<file path="config.mk">
export PLATFORM = sky130hd
export DESIGN_NAME = proc_multi
export DESIGN_NICKNAME = d
export VERILOG_FILES = /design/src/rtl/proc_multi_pkg.sv /design/src/rtl/proc_multi_alu.sv /design/src/rtl/proc_multi.sv
export SDC_FILE = /design/constraint.sdc
export NUM_CORES = 1
export LEC_CHECK = 0
export CORE_UTILIZATION = 59
export CTS_BUF_LIST = sky130_fd_sc_hd__clkbuf_8
export DETAILED_ROUTE_END_ITERATION = 10
export DONT_BUFFER_PORTS = 1
export GPL_ROUTABILITY_DRIVEN = 0
export HOLD_SLACK_MARGIN = 0.08
export PLACE_DENSITY = 0.79
export SYNTH_ARGS = -nofsm -noshare
export SYNTH_HDL_FRONTEND = slang
export SYNTH_SLANG_ARGS = --single-unit
</file>
<file path="constraint.sdc">
create_clock -name Clock -period 5.44 [get_ports Clock]
set_clock_uncertainty 0.15 [all_clocks]
set_input_delay 0.544 -clock Clock [delete_from_list [all_inputs] [get_ports Clock]]
set_output_delay 0.544 -clock Clock [all_outputs]
set_load 0.02 [all_outputs]
</file>
<file path="src/rtl/proc_multi_pkg.sv">
// Shared opcode and step encodings for the multicycle bus processor.
package proc_multi_pkg;

  typedef enum logic [2:0] {
    OP_MV  = 3'b000,
    OP_MVI = 3'b001,
    OP_ADD = 3'b010,
    OP_SUB = 3'b011,
    OP_AND = 3'b100,
    OP_OR  = 3'b101,
    OP_XOR = 3'b110,
    OP_NOP = 3'b111
  } opcode_t;

  typedef enum logic [1:0] {
    T0 = 2'd0,
    T1 = 2'd1,
    T2 = 2'd2,
    T3 = 2'd3
  } step_t;

  function automatic logic is_alu(opcode_t op);
    return op inside {OP_ADD, OP_SUB, OP_AND, OP_OR, OP_XOR};
  endfunction

endpackage

</file>
<file path="src/rtl/proc_multi_alu.sv">
// Combinational ALU: arithmetic at WIDTH+1 bits so bit WIDTH is carry (add) or borrow (sub).
module proc_multi_alu
  import proc_multi_pkg::*;
#(
  parameter int WIDTH = 8
) (
  input  logic [WIDTH-1:0] a_i,
  input  logic [WIDTH-1:0] b_i,
  input  opcode_t          op_i,
  output logic [WIDTH-1:0] result_o,
  output logic             carry_o,
  output logic             zero_o
);

  logic [WIDTH:0] wide;

  // NOTE: combinational blocks use blocking '=' and assign a default first,
  // so every path drives every output and no latch is inferred.
  always_comb begin
    wide = '0;
    unique case (op_i)
      OP_ADD:  wide = {1'b0, a_i} + {1'b0, b_i};
      OP_SUB:  wide = {1'b0, a_i} - {1'b0, b_i};
      OP_AND:  wide = {1'b0, a_i & b_i};
      OP_OR:   wide = {1'b0, a_i | b_i};
      OP_XOR:  wide = {1'b0, a_i ^ b_i};
      default: wide = '0;
    endcase
  end

  assign result_o = wide[WIDTH-1:0];
  assign carry_o  = wide[WIDTH];
  assign zero_o   = (wide[WIDTH-1:0] == '0);

endmodule

</file>
<file path="src/rtl/proc_multi.sv">
// Multicycle bus processor: NREG registers, A and G on one OR-muxed bus, T0..T3 step control.
module proc_multi
  import proc_multi_pkg::*;
#(
  parameter  int WIDTH = 8,
  parameter  int NREG  = 4,
  localparam int RSEL  = $clog2(NREG)
) (
  input  logic             Clock,
  input  logic             Reset,
  input  logic             w,
  input  logic [WIDTH-1:0] Data,
  input  logic [2:0]       Op,
  input  logic [RSEL-1:0]  Rx,
  input  logic [RSEL-1:0]  Ry,
  output logic [WIDTH-1:0] BusWires,
  output logic             Done,
  output logic             Busy,
  output logic             Zflag,
  output logic             Cflag
);

  typedef struct packed {
    opcode_t         op;
    logic [RSEL-1:0] rx;
    logic [RSEL-1:0] ry;
  } instr_t;

  step_t  step_q, step_d;
  instr_t ir_q, ir_d;
  logic   done_q, busy_q;

  logic [WIDTH-1:0] r_q [NREG];
  logic [WIDTH-1:0] a_q, g_q;
  logic             z_q, c_q;

  logic [NREG-1:0]  r_out, r_in;
  logic             din_out, g_out, a_in, g_in;
  logic [WIDTH-1:0] bus;

  logic [WIDTH-1:0] alu_res;
  logic             alu_carry, alu_zero;

  always_comb begin
    r_out   = '0;
    r_in    = '0;
    din_out = 1'b0;
    g_out   = 1'b0;
    a_in    = 1'b0;
    g_in    = 1'b0;
    unique case (step_q)
      T0: ;
      T1: begin
        unique case (ir_q.op)
          OP_MV: begin
            r_out[ir_q.ry] = 1'b1;
            r_in[ir_q.rx]  = 1'b1;
          end
          OP_MVI: begin
            din_out       = 1'b1;
            r_in[ir_q.rx] = 1'b1;
          end
          OP_NOP: ;
          default: begin
            r_out[ir_q.rx] = 1'b1;
            a_in           = 1'b1;
          end
        endcase
      end
      T2: if (is_alu(ir_q.op)) begin
        r_out[ir_q.ry] = 1'b1;
        g_in           = 1'b1;
      end
      T3: if (is_alu(ir_q.op)) begin
        g_out         = 1'b1;
        r_in[ir_q.rx] = 1'b1;
      end
    endcase
  end

  // Selects are one-hot, so OR-ing the gated sources is a plain mux; idle bus reads 0.
  always_comb begin
    bus = '0;
    if (din_out) bus |= Data;
    if (g_out)   bus |= g_q;
    for (int i = 0; i < NREG; i++) begin
      if (r_out[i]) bus |= r_q[i];
    end
  end

  proc_multi_alu #(.WIDTH(WIDTH)) u_alu (
    .a_i     (a_q),
    .b_i     (bus),
    .op_i    (ir_q.op),
    .result_o(alu_res),
    .carry_o (alu_carry),
    .zero_o  (alu_zero)
  );

  always_comb begin
    step_d = step_q;
    ir_d   = ir_q;
    unique case (step_q)
      T0: if (w) begin
        step_d = T1;
        ir_d   = '{op: opcode_t'(Op), rx: Rx, ry: Ry};
      end
      T1: step_d = is_alu(ir_q.op) ? T2 : T0;
      T2: step_d = T3;
      T3: step_d = T0;
    endcase
  end

  // Done/Busy are registered from the next step so they line up with the step itself.
  always_ff @(posedge Clock or posedge Reset) begin
    if (Reset) begin
      step_q <= T0;
      ir_q   <= '0;
      done_q <= 1'b0;
      busy_q <= 1'b0;
    end else begin
      step_q <= step_d;
      ir_q   <= ir_d;
      done_q <= (step_d == T3) || (step_d == T1 && !is_alu(ir_d.op));
      busy_q <= (step_d != T0);
    end
  end

  always_ff @(posedge Clock or posedge Reset) begin
    if (Reset) begin
      a_q <= '0;
      g_q <= '0;
      z_q <= 1'b0;
      c_q <= 1'b0;
    end else begin
      if (a_in) a_q <= bus;
      if (g_in) begin
        g_q <= alu_res;
        z_q <= alu_zero;
        c_q <= alu_carry;
      end
    end
  end

  for (genvar i = 0; i < NREG; i++) begin : g_reg
    // NOTE: the register file is built from resettable flops, not a RAM, so that an
    // aborted instruction can never leave a partial write behind after Reset.
    always_ff @(posedge Clock or posedge Reset) begin
      if (Reset)       r_q[i] <= '0;
      else if (r_in[i]) r_q[i] <= bus;
    end
  end

  assign BusWires = bus;
  assign Done     = done_q;
  assign Busy     = busy_q;
  assign Zflag    = z_q;
  assign Cflag    = c_q;

endmodule
</file>
* Word-level counts from Yosys, hierarchy flattened
Index checks and enable logic that the tools add are counted.
** Word-level totals
- ROM bits :: 0
- Register bits after elaboration :: 61
- Latch bits :: 0
- Logic and storage cells :: 89
- Memories kept :: 0
- RAM bits :: 0
- Output and inout bits :: 12
- Input bits :: 18
** Cells by class
- Multiply operators :: 0
- $add $sub $neg :: 2
- Shifts and indexed selects :: 0
- Equal/unequal tests :: 17
- Bitwise operators :: 8
- Muxes and demuxes :: 29
- Reductions and logical operators :: 15
- Divide/modulo/power cells :: 0
- Order comparisons :: 4
** Operators with widths (count)
- $mux W8 :: 6
- $or A8 B8 Y8 :: 6
- $pmux W9 S5 :: 1
- $pmux W4 S2 :: 3
- $eq A3 B3 Y1 const B :: 7
- $mux W7 :: 2
- $eq A3 B2 Y1 const B :: 4
- $mux W4 :: 3
- $reduce_bool A5 Y1 :: 2
- $add A8 B8 Y9 :: 1
- $mux W1 :: 9
- $sub A8 B8 Y9 :: 1
- $and A8 B8 Y8 :: 1
- $logic_not A8 Y1 :: 1
- $pmux W2 S4 :: 1
- $xor A8 B8 Y8 :: 1
- $eq A2 B2 Y1 const B :: 3
- $lt A2 B3 Y1 const B :: 2
- $demux W1 S2 :: 2
- $eq A2 B1 Y1 const B :: 2
- $ge A2 B1 Y1 const B :: 2
- $mux W2 :: 2
- $reduce_or A2 Y1 :: 2
- $eq A3 B1 Y1 const B :: 1
- 8 further kinds :: 10

* Logic depth before layout (Yosys ltp)
Gate-level depths: netlist (run 1).
- Depth after elaboration :: 17
- Depth in mapped cells :: 22
- Gate-level depth less buffers :: 20

* Modules after synthesis
A second synthesis (run 1) with hierarchy kept.
** Second synthesis, totals
- Cell total of the unflattened synthesis :: 476
- Area total of the unflattened synthesis :: 4401.7 µm²
** Modules (own cells, without submodules)
- proc_multi :: times used 1, area an instance 3320.7 µm², cells an instance 329
- proc_multi_alu :: times used 1, area an instance 1081.0 µm², cells an instance 147

* Worst setup path before layout (run 1)
No wires, ideal clock.
- Path kind :: register to register
- Start :: reg step_q[1]
- End :: reg c_q (netlist: Cflag)
- Cell stages (with the launch flop) :: 20
- Required time :: 5.195 ns
- Arrival :: 4.106 ns
- Clock period less this slack :: 4.352 ns
- Slack :: 1.088 ns
- Setup time :: 0.095 ns
- Cell sequence :: dfrtp_1 > inv_1 > ha_1 > or3b_1 > o32ai_2 > buf_6 > a31o_2 > a222oi_1 > and2_1 > buf_4 > ha_1 > nor2_1 > xor2_1 > ha_1 > nor2b_1 > o21ai_0 > a21oi_1 > o41ai_1 > mux2_2 > o31ai_1
** Between the ends
- Cells in the longest elaborated chain, start to end :: 15
- Elaborated cells between the ends (all ways) :: 21
- Classes of those cells :: add/sub (2); eq/ne (3); mux (11); bitwise (5)
** Ends and longest elaborated chain
- start, declared :: line proc_multi.sv:29 : step_t step_q, step_d;
- start signal, assigned :: line proc_multi.sv:122 : step_q <= step_d;
- $eq A2 B1 Y1 :: line proc_multi.sv:51 : unique case (step_q)
- $mux W1 :: line proc_multi.sv:51
- $mux W8 :: line proc_multi.sv:84 : if (din_out) bus |= Data;
- $or A8 B8 Y8 :: line proc_multi.sv:85 : if (g_out) bus |= g_q;
- $mux W8 :: line proc_multi.sv:85
- $or A8 B8 Y8 :: line proc_multi.sv:87 : if (r_out[i]) bus |= r_q[i];
- $mux W8 :: line proc_multi.sv:87
- $or A8 B8 Y8 :: line proc_multi.sv:87
- $mux W8 :: line proc_multi.sv:87
- $or A8 B8 Y8 :: line proc_multi.sv:87
- $mux W8 :: line proc_multi.sv:87
- $or A8 B8 Y8 :: line proc_multi.sv:87
- $mux W8 :: line proc_multi.sv:87
- $sub A8 B8 Y9 or $add A8 B8 Y9 (tied branches) :: line proc_multi_alu.sv:23, proc_multi_alu.sv:22
- $pmux W9 S5 :: line proc_multi_alu.sv:21 : unique case (op_i)
- end signal, assigned :: line proc_multi.sv:140 : c_q <= alu_carry;
- end, declared :: line proc_multi.sv:35 : logic z_q, c_q;
Parallel ways exist; a longest one is shown, timed or not.
A chain may end at the register's enable or synchronous reset.

* Final worst setup path (run 1)
- Start :: reg step_q[1]
- End :: reg g_q[7]
** Between the ends
- Cells in the longest elaborated chain, start to end :: 15
- Elaborated cells between the ends (all ways) :: 24
- Classes of those cells :: add/sub (2); eq/ne (3); mux (11); bitwise (8)
** Ends and longest elaborated chain
- $eq A2 B1 Y1 :: line proc_multi.sv:51
- $mux W1 :: line proc_multi.sv:51
- $mux W8 :: line proc_multi.sv:84
- $or A8 B8 Y8 :: line proc_multi.sv:85
- $mux W8 :: line proc_multi.sv:85
- $or A8 B8 Y8 :: line proc_multi.sv:87
- $mux W8 :: line proc_multi.sv:87
- $or A8 B8 Y8 :: line proc_multi.sv:87
- $mux W8 :: line proc_multi.sv:87
- $or A8 B8 Y8 :: line proc_multi.sv:87
- $mux W8 :: line proc_multi.sv:87
- $or A8 B8 Y8 :: line proc_multi.sv:87
- $mux W8 :: line proc_multi.sv:87
- $sub A8 B8 Y9 (tied with other cells) :: line proc_multi_alu.sv:23 : OP_SUB: wide = {1'b0, a_i} - {1'b0, b_i};
- $pmux W9 S5 :: line proc_multi_alu.sv:21
- end signal, assigned :: line proc_multi.sv:138 : g_q <= alu_res;
- end, declared :: line proc_multi.sv:34 : logic [WIDTH-1:0] a_q, g_q;
Parallel ways exist; a longest one is shown, timed or not.

==> flow_summary.toml, run 1 <==
[run_status]
status = "finished, violations left"
failed_checks = "DRC"

[sta]
timing.final.hold_violations = 0
slew_violations = 0
fmaxAchievable_mhz = 200.5
fin_tns_setup_ns = 0
worst_rel_slew_slack_pct = 50.08
setup_ws_ns = 0.4518
final.hold.worst_slack_ns = 0.1848
setup_failing_eps_final = 0
final_period_minus_worst_setup_slack_ns = 4.988
worst-slew-pin-transition_ns = 0.7461
finalCritPeriodShare_pct = 91.70
setup_repair_after_global_routing_missed_its_margin = "false"

[synthesis]
mappedNetlistNets = 479
synthesis.area_um2 = 4013
ys.flop_type = "sky130_fd_sc_hd__dfrtp_1"
synth_cell_types = 63
syn_avg_cell_area_um2 = 9.353
synth-edff-count = 0
synth-seq-area-share_pct = 38.04
synth-warning-count = 0
syn_inst = 429
async_flop_share_pct = 100.0
ys_ff_latch = 61

[global_route]
antenna_found_initial = 0
pin_count_of_the_biggest_net_entering_global_routing = 41
grt_overflow_total = 0
grt_pass1_wl_mm = 16.06
grt_util_all_layers_pct = 29.89
grt_pass1_vias = 3149

[final_layout]
regArea_um2 = 1526
drive_gt1_share_pct = 14.12
final_net_count = 477
flow.area_growth_from_synthesis_pct = 6.704
multi_input_comb_area_um2 = 2258
n_fill_cell = 518
antenna_cells_inserted = 0
final_common_cell = "sky130_fd_sc_hd__dfrtp_1"
most-common-layout-cells = "61 x sky130_fd_sc_hd__dfrtp_1, 44 x sky130_fd_sc_hd__nand2_1, 43 x sky130_fd_sc_hd__nor2_1"

[worst_setup_path]
critical_path.top_delay_family = "compound AO/OA/AOI/OAI gates"
cp_num_buf_inv = 2
critPathCaptureType = "flip-flop"
crit_arrival_ns = 5.13
worst-setup-path-type = "reg2reg"
critPathMaxStageDelay_ns = 0.41
worstSetupStartpointType = "flip-flop"
worstPathRequired_ns = 5.59
worst_path_cell_chain = "inv_1 -> ha_1 -> or3b_1 -> o32ai_2 -> a32o_2 -> a222oi_1 -> and2_1 -> ha_1 -> nor2_1 -> a21oi_1 -> inv_1 -> ha_1 -> nor2b_1 -> o21ai_0 -> a21boi_0 -> o21ai_0 -> a21oi_1 -> xnor2_1 -> o21ai_0 -> mux2_2"
critical_path.slowest_cell = "sky130_fd_sc_hd__or3b_1"
timing.critical_path.fanout_max = 10

[clock_tree]
htree_levels = 3
cts_hold_buf = 1
clock_tree.buffer_depth = 2
clk_pin_slew_ns = 0.07
post-cts-setup-buffers = 0
tritoncts_clock_tree = "yes"
count_of_instances_resized_after_the_clock_tree_is_built = 0
insertion_delay_ns = 0.36
numCtsBuffers = 9
cts_num_sinks = 61
clk_root_buffer_cell = "sky130_fd_sc_hd__clkbuf_8"

[die]
die-height_um = 84.47
initial_core_util_pct = 62.13
core-area_um2 = 6459
num_io_pins = 30
dieArea_um2 = 7135
rows = 29
die_w_um = 84.47

[detailed_routing]
route.detailed.vias_per_inst = 6.428
antenna_left = 0
drtPass1Iterations = 8
drtIter0Drc = 305
detail_route.drc_violations = 3
vias = 3272
wire_per_inst_um = 20.08
drt-total-wl_mm = 10.22

[min_path]
timing.hold.worst.class = "in2reg"

[job]
max-cap-violations = 0

[placement]
placement.setup.worst_slack_ns = 0.5536
dp_hpwl_mm = 7.453
count_of_input_and_output_buffers = 0
==> worst register-to-register path, stage by stage (launching register included) <==
cell                       delay [ns]
sky130_fd_sc_hd__dfrtp_1         0.40
sky130_fd_sc_hd__inv_1           0.14
sky130_fd_sc_hd__ha_1            0.27
sky130_fd_sc_hd__or3b_1          0.41
sky130_fd_sc_hd__o32ai_2         0.22
sky130_fd_sc_hd__a32o_2          0.29
sky130_fd_sc_hd__a222oi_1        0.12
sky130_fd_sc_hd__and2_1          0.29
sky130_fd_sc_hd__ha_1            0.35
sky130_fd_sc_hd__nor2_1          0.05
sky130_fd_sc_hd__a21oi_1         0.24
sky130_fd_sc_hd__inv_1           0.08
sky130_fd_sc_hd__ha_1            0.26
sky130_fd_sc_hd__nor2b_1         0.12
sky130_fd_sc_hd__o21ai_0         0.19
sky130_fd_sc_hd__a21boi_0        0.16
sky130_fd_sc_hd__o21ai_0         0.29
sky130_fd_sc_hd__a21oi_1         0.13
sky130_fd_sc_hd__xnor2_1         0.15
sky130_fd_sc_hd__o21ai_0         0.36
sky130_fd_sc_hd__mux2_2          0.24
==> cell usage after synthesis, types with 9 or more instances <==
cell type                  count  area share, %
sky130_fd_sc_hd__mux2i_1      14            3.5
sky130_fd_sc_hd__inv_1        23            2.2
sky130_fd_sc_hd__a21oi_1      30            3.7
sky130_fd_sc_hd__dfrtp_1      61             38
sky130_fd_sc_hd__xnor2_1       9            2.0
sky130_fd_sc_hd__mux2_2        9            2.5
sky130_fd_sc_hd__o21ai_0      34            4.2
sky130_fd_sc_hd__clkbuf_1     13            1.2
sky130_fd_sc_hd__nor2_1       43            4.0
sky130_fd_sc_hd__nand2_1      44            4.1
sky130_fd_sc_hd__ha_1         31            9.7
==> through the flow <==
stage / cell area, µm² / instances / util [%]
5_1_grt: 4282 / 509 / 66.29
3_5_place_dp: 4046 / 492 / 62.65
2_1_floorplan: 4013 / 429 / -
4_1_cts: 4282 / 509 / 66.29
6_report: 4282 / 509 / 66.29
3_3_place_gp: 4046 / 492 / 62.65
==> worst paths after layout <==
check / start / endpoint / slack [ns] / depth (start not counted)
min in group asynchronous: Reset / Busy / 0.52 / 2
hold / removal: Ry[0] / ir_q[0] / 0.18 / 1
setup reg to reg: step_q[1] / g_q[7] / 0.45 / 20
setup / recovery: step_q[1] / g_q[7] / 0.45 / 20
hold reg to reg: r_q[2] / r_q[2] / 0.35 / 2
max in group asynchronous: Reset / r_q[9] / 3.73 / 3
==> flip-flops by register name (all words and copies together) (netlist names) <==
signal	flops
Cflag	1
Zflag	1
a_q	8
r_q	32
Done	1
step_q	2
g_q	8
ir_q	7
Busy	1
==> cell type report <==
cell class	count	area share (%)
clock buffer	11	3.536
sequential	61	35.65
timing repair buffer	11	1.987
inverter	24	2.104
clock inverter	5	1.724
tap	77	2.250
multi-input combinational	320	52.75
==> per-layer routing <==
| metal | vias up | routed length [µm] | GRT usage, % |
|---|---|---|---|
| met1 | 1575 | 4252 | 38.59 |
| met5 | - | 0 | 0 |
| li1 | 1523 | - | - |
| met2 | 150 | 4951 | 49.33 |
| met4 | 0 | 253 | 12.79 |
| met3 | 24 | 766 | 5.998 |
==> logic make-up (layout without fill, tap and decap cells) <==
family                   count (synthesis)  count (layout)  synth area share, %
buffers and inverters                   48              51                5.675
multiplexers                            27              27                8.263
AO/OA/AOI/OAI                          118             118                19.86
adder cells (fa/ha/maj)                 32              32                10.17
AND/OR/NAND/NOR                        133             133                15.81
flip-flops                              61              61                38.04
XOR/XNOR                                10              10                2.183
Power of run 1 is left out: the tool's default activity adds up to more than one toggle a clock period on the data nets, which glitch-free logic cannot reach.
==> run 2: changes to the inputs <==
- CELL_PAD_IN_SITES_DETAIL_PLACEMENT: default -> 0
- CELL_PAD_IN_SITES_GLOBAL_PLACEMENT: default -> 1
- CORE_ASPECT_RATIO: default -> 0.8
- CORE_UTILIZATION: 59 -> 47
- PLACE_DENSITY: 0.79 -> 0.83
- clock period: 5.44 -> 4.42 ns (I/O delays scaled with it)
==> run 2 against run 1 <==
  * The run now ends clean
  * Worst hold slack lost 0.096 ns
  * Utilization shrank 7.4 points
  * Critical path depth grew 1
  * Sequential cell count is the same
  * Via count grew 4.2%
  * Worst setup slack lost 0.33 ns
  * First-iteration DRC count shrank 18%
  * Register-to-register slack lost 0.33 ns
  * Non-clock buffer count grew 36
  * Routed wire length grew 8.7%
==> flow_summary.toml, run 2 (synthesis gave the netlist of run 1 again) <==
[run_status]
status = "complete, no violations"

[final_layout]
most-common-layout-cells = "59 x sky130_fd_sc_hd__dfrtp_1, 44 x sky130_fd_sc_hd__nand2_1, 42 x sky130_fd_sc_hd__nor2_1"
flow.area_growth_from_synthesis_pct = 18.77
final_net_count = 513
final_core_util_pct = 58.90
final_common_cell = "sky130_fd_sc_hd__dfrtp_1"
top_register = "r_q"
regArea_um2 = 1529
antenna_cells_inserted = 0
largest_registers_ranked_by_flip_flop_count = "r_q (32), a_q (8), g_q (8)"
multi_input_comb_area_um2 = 2396
drive_gt1_share_pct = 25.21
n_fill_cell = 709
largest_register_ff_count = 32

[sta]
timing.final.hold_violations = 0
setup_failing_eps_final = 0
slew_violations = 0
worst-slew-pin-transition_ns = 0.7276
setup_repair_after_global_routing_missed_its_margin = "true"
worst_rel_slew_slack_pct = 51.31
final_period_minus_worst_setup_slack_ns = 4.295
fmaxAchievable_mhz = 232.8
finalCritPeriodShare_pct = 97.18

[worst_setup_path]
worstPathRequired_ns = 4.51
worstSetupStartpointType = "flip-flop"
timing.critical_path.fanout_max = 5
worst-setup-path-type = "reg2reg"
critPathCaptureType = "flip-flop"
crit_arrival_ns = 4.38

[clock_tree]
clk_pin_slew_ns = 0.07
insertion_delay_ns = 0.35
clock_tree.buffer_depth = 2
cts_num_sinks = 61
tritoncts_clock_tree = "yes"
numCtsBuffers = 9
clk_root_buffer_cell = "sky130_fd_sc_hd__clkbuf_8"
htree_levels = 3

[die]
die_w_um = 105.3
dieArea_um2 = 8914
rows = 29
core-area_um2 = 8092
initial_core_util_pct = 49.59
die-height_um = 84.65
num_io_pins = 30

[detailed_routing]
detail_route.drc_violations = 0
wire_per_inst_um = 19.29
drt-total-wl_mm = 11.11
antenna_left = 0
drtPass1Iterations = 5
drtIter0Drc = 251
route.detailed.vias_per_inst = 5.917
vias = 3408

[global_route]
grt_pass1_wl_mm = 17.20
grt_overflow_total = 0
pin_count_of_the_biggest_net_entering_global_routing = 35
grt_pass1_vias = 3277
antenna_found_initial = 0
grt_util_all_layers_pct = 25.50

[min_path]
timing.hold.worst.class = "in2reg"

[placement]
dp_hpwl_mm = 7.951
count_of_input_and_output_buffers = 0

[job]
max-cap-violations = 0
## run 2: path summary, 6_finish.rpt
path / depth (start not counted) / endpoint / from / slack [ns]
setup / recovery: 21 / Cflag / step_q[0] / 0.12
hold / removal: 1 / ir_q[1] / Ry[1] / 0.09
setup reg to reg: 21 / Cflag / step_q[0] / 0.12
hold reg to reg: 2 / r_q[1] / r_q[1] / 0.35
max in group asynchronous: 3 / r_q[29] / Reset / 2.75
min in group asynchronous: 2 / r_q[17] / Reset / 0.48
## run 2: area by class of cell
type	count	area share (%)
repair buffers	47	7.876
clock buffers	10	2.888
well taps	108	2.835
inverters	24	1.890
multi-input cells	320	50.28
clock inverters	6	2.153
flip-flops and latches	61	32.08
## run 2: metal layers
layer	GRT usage, %	wire length, µm	up-vias
li1	-	-	1588
met1	36.06	5100	1682
met2	38.04	5079	120
met3	6.599	746	18
met4	8.451	185	0
met5	0	0	-
## run 2: what timing repair did
item	in CTS	in global routing
cloned	0	0
hold buffers	2	1
endpoints found under the setup margin	4	6
resized for setup	2	39
pin swaps	1	19
setup buffers	2	13
endpoints found under the hold margin	28	1
## run 2: worst max-delay path: stages, from the launching register on
cell and delay, ns:
sky130_fd_sc_hd__dfrtp_1 0.41, sky130_fd_sc_hd__buf_6 0.14, sky130_fd_sc_hd__ha_4 0.15, sky130_fd_sc_hd__buf_6 0.12, sky130_fd_sc_hd__o211ai_4 0.13, sky130_fd_sc_hd__nor2_4 0.07
sky130_fd_sc_hd__a32o_2 0.30, sky130_fd_sc_hd__a222oi_1 0.32, sky130_fd_sc_hd__and2_1 0.22, sky130_fd_sc_hd__buf_4 0.13, sky130_fd_sc_hd__buf_8 0.10, sky130_fd_sc_hd__and3_4 0.20
sky130_fd_sc_hd__nor2_1 0.05, sky130_fd_sc_hd__xnor2_1 0.16, sky130_fd_sc_hd__ha_1 0.36, sky130_fd_sc_hd__o21ai_2 0.11, sky130_fd_sc_hd__a21oi_2 0.09, sky130_fd_sc_hd__o41ai_2 0.42
sky130_fd_sc_hd__buf_4 0.18, sky130_fd_sc_hd__nand2b_1 0.05, sky130_fd_sc_hd__o211ai_1 0.21, sky130_fd_sc_hd__o31ai_2 0.10
## run 2: through the flow
step / setup WS [ns] / cells / TNS (ns) / hold slack [ns] / area [µm²]
global route: -0.07236 / 576 / -0.1652 / 0.08805 / 4766
finish: 0.1245 / 576 / 0 / 0.08914 / 4766
detailed placement: -0.06653 / 542 / -0.1040 / 0.2977 / 4228
global placement: 0.09980 / 542 / 0 / 0.2855 / 4228
CTS: 0.02361 / 562 / 0 / 0.08285 / 4522
floorplan: 0.06813 / 429 / 0 / 0.2967 / 4013
Power of run 2 is left out for the same reason.
==> run 3: changes to the inputs <==
- GPL_TIMING_DRIVEN: default -> 0
- REMOVE_ABC_BUFFERS: default -> 1
==> run 3 against run 2 <==
  * Sequential share of layout area up 0.49 points
  * Critical path depth down 2
  * Via count down 2.8%
  * Routed wire length down 4.2%
  * Non-clock buffer count down 10
  * Global-route usage down 0.68 points
  * Fmax down 1.9%
  * Design area down 0.95%
==> flow_summary.toml, run 3 (synthesis gave the netlist of run 1 again) <==
[sta]
slew_violations = 0
worst_rel_slew_slack_pct = 42.57
setup_ws_ns = 0.03942
worst-slew-pin-transition_ns = 0.8583
final_period_minus_worst_setup_slack_ns = 4.381
finalCritPeriodShare_pct = 99.11
setup_repair_after_global_routing_missed_its_margin = "true"
final.hold.worst_slack_ns = 0.09984
fin_tns_setup_ns = 0
fmaxAchievable_mhz = 228.3
timing.final.hold_violations = 0
setup_failing_eps_final = 0

[worst_setup_path]
crit_arrival_ns = 4.49
critPathCaptureType = "flip-flop"
worstSetupStartpoint = "step_q[0]"
worstSetupStartpointType = "flip-flop"
worst_path_cell_chain = "buf_6 -> ha_4 -> or3b_4 -> o32ai_4 -> buf_6 -> a31o_4 -> buf_4 -> a32o_1 -> a211oi_4 -> buf_4 -> a31oi_1 -> xnor2_1 -> ha_1 -> o21ai_1 -> a21oi_2 -> buf_4 -> o41ai_4 -> mux2_4 -> o31ai_2"
critPathMaxStageDelay_ns = 0.42
timing.critical_path.fanout_max = 5
critical_path.top_delay_family = "compound AO/OA/AOI/OAI gates"
cp_num_buf_inv = 5
crit-reg2reg-launch = "step_q[0]"
worstPathRequired_ns = 4.53
critical_path.slowest_cell = "sky130_fd_sc_hd__dfrtp_1"
worst-setup-path-type = "reg2reg"
cp_common_cell = "sky130_fd_sc_hd__buf_4"

[detailed_routing]
drtPass1Iterations = 5
wire_per_inst_um = 18.84
detail_route.drc_violations = 0
route.detailed.vias_per_inst = 5.865
antenna_left = 0
drtIter0Drc = 202
vias = 3314
drt-total-wl_mm = 10.64

[run_status]
status = "complete, no violations"

[die]
die-height_um = 84.65
initial_core_util_pct = 49.59
num_io_pins = 30
rows = 29
die_w_um = 105.3
dieArea_um2 = 8914
core-area_um2 = 8092

[global_route]
pin_count_of_the_biggest_net_entering_global_routing = 43
antenna_found_initial = 0
grt_overflow_total = 0
grtUsageMet1_pct = 33.18
grt_pass1_wl_mm = 16.75
grt_util_all_layers_pct = 24.82
m3_gr_usage_pct = 7.531
grt_pass1_vias = 3204
grt.busiest_layer = "met2"
gr-usage-met2_pct = 38.64

[placement]
count_of_input_and_output_buffers = 0
placedInstanceArea_um2 = 4030
placement.setup.worst_slack_ns = -1.292
dp_hpwl_mm = 7.034

[clock_tree]
tritoncts_clock_tree = "yes"
cts_num_sinks = 61
numCtsBuffers = 9
clk_root_buffer_cell = "sky130_fd_sc_hd__clkbuf_8"
htree_levels = 3
clk_pin_slew_ns = 0.06
clock_tree.buffer_depth = 2
insertion_delay_ns = 0.35

[min_path]
worst_hold_startpoint = "Ry[0]"
timing.hold.worst.class = "in2reg"

[final_layout]
multi_input_comb_area_um2 = 2485
most-common-layout-cells = "58 x sky130_fd_sc_hd__dfrtp_1, 44 x sky130_fd_sc_hd__nand2_1, 40 x sky130_fd_sc_hd__nor2_1"
top_register = "r_q"
antenna_cells_inserted = 0
drive_gt1_share_pct = 24.95
finalInstanceArea_um2 = 4721
final_common_cell = "sky130_fd_sc_hd__dfrtp_1"
largest_registers_ranked_by_flip_flop_count = "r_q (32), a_q (8), g_q (8)"
flow.area_growth_from_synthesis_pct = 17.65
regArea_um2 = 1538
largest_register_ff_count = 32
n_fill_cell = 681
final_net_count = 503

[job]
max-cap-violations = 0
[run 3: changes by cell type in the layout (fill, tap and decap cells not counted), sizes merged]
| cell | change |
|---|---|
| dlygate4sd3 | -1 |
| clkinvlp | +1 |
| clkinv | +1 |
| buf | -9 |
| bufinv | -3 |
[run 3: repair_timing]
item,CTS,global route
setup buffers,20,14
endpoints found under the hold margin,20,0
hold buffers,2,0
pin swaps,9,21
gates resized for setup,33,32
endpoints found under the setup margin,9,5
[run 3: worst register-to-register path: stages, from the launching register on]
cell	delay (ns)
sky130_fd_sc_hd__dfrtp_1	0.42
sky130_fd_sc_hd__buf_6	0.14
sky130_fd_sc_hd__ha_4	0.16
sky130_fd_sc_hd__or3b_4	0.25
sky130_fd_sc_hd__o32ai_4	0.12
sky130_fd_sc_hd__buf_6	0.16
sky130_fd_sc_hd__a31o_4	0.22
sky130_fd_sc_hd__buf_4	0.13
sky130_fd_sc_hd__a32o_1	0.23
sky130_fd_sc_hd__a211oi_4	0.28
sky130_fd_sc_hd__buf_4	0.20
sky130_fd_sc_hd__a31oi_1	0.11
sky130_fd_sc_hd__xnor2_1	0.18
sky130_fd_sc_hd__ha_1	0.34
sky130_fd_sc_hd__o21ai_1	0.18
sky130_fd_sc_hd__a21oi_2	0.06
sky130_fd_sc_hd__buf_4	0.14
sky130_fd_sc_hd__o41ai_4	0.27
sky130_fd_sc_hd__mux2_4	0.34
sky130_fd_sc_hd__o31ai_2	0.23
[run 3: worst paths after layout]
| kind | endpoint | slack [ns] | cells past startpoint |
|---|---|---|---|
| worst max register to register | Cflag | 0.04 | 19 |
| worst max-delay path | Cflag | 0.04 | 19 |
| worst min-delay path | ir_q[0] | 0.1 | 1 |
| max in group asynchronous | g_q[0] | 3.13 | 3 |
| worst min register to register | r_q[18] | 0.35 | 2 |
| min in group asynchronous | r_q[29] | 0.41 | 2 |
[run 3: cell type report]
type	instances	area share, %
Clock inverter	5	0.4506
Inverter	24	1.988
Clock buffer	10	2.915
Sequential cell	61	32.57
Tap cell	108	2.862
Timing Repair Buffer	37	6.573
Multi-Input combinational cell	320	52.64
[run 3: metrics by stage]
step	instances	utilization, %
2_1_floorplan	405	-
3_3_place_gp	513	49.56
3_5_place_dp	514	49.81
4_1_cts	551	55.31
5_1_grt	565	58.34
6_report	565	58.34
[run 3: metal layers]
layer  part of all wire [%]  vias to the layer above  wire length [µm]
li1                       -                     1572                 -
met1                     46                     1625              4855
met2                     46                      104              4918
met3                    7.0                       13               748
met4                    1.1                        0               120
met5                      0                        -                 0
Power of run 3 is left out for the same reason.
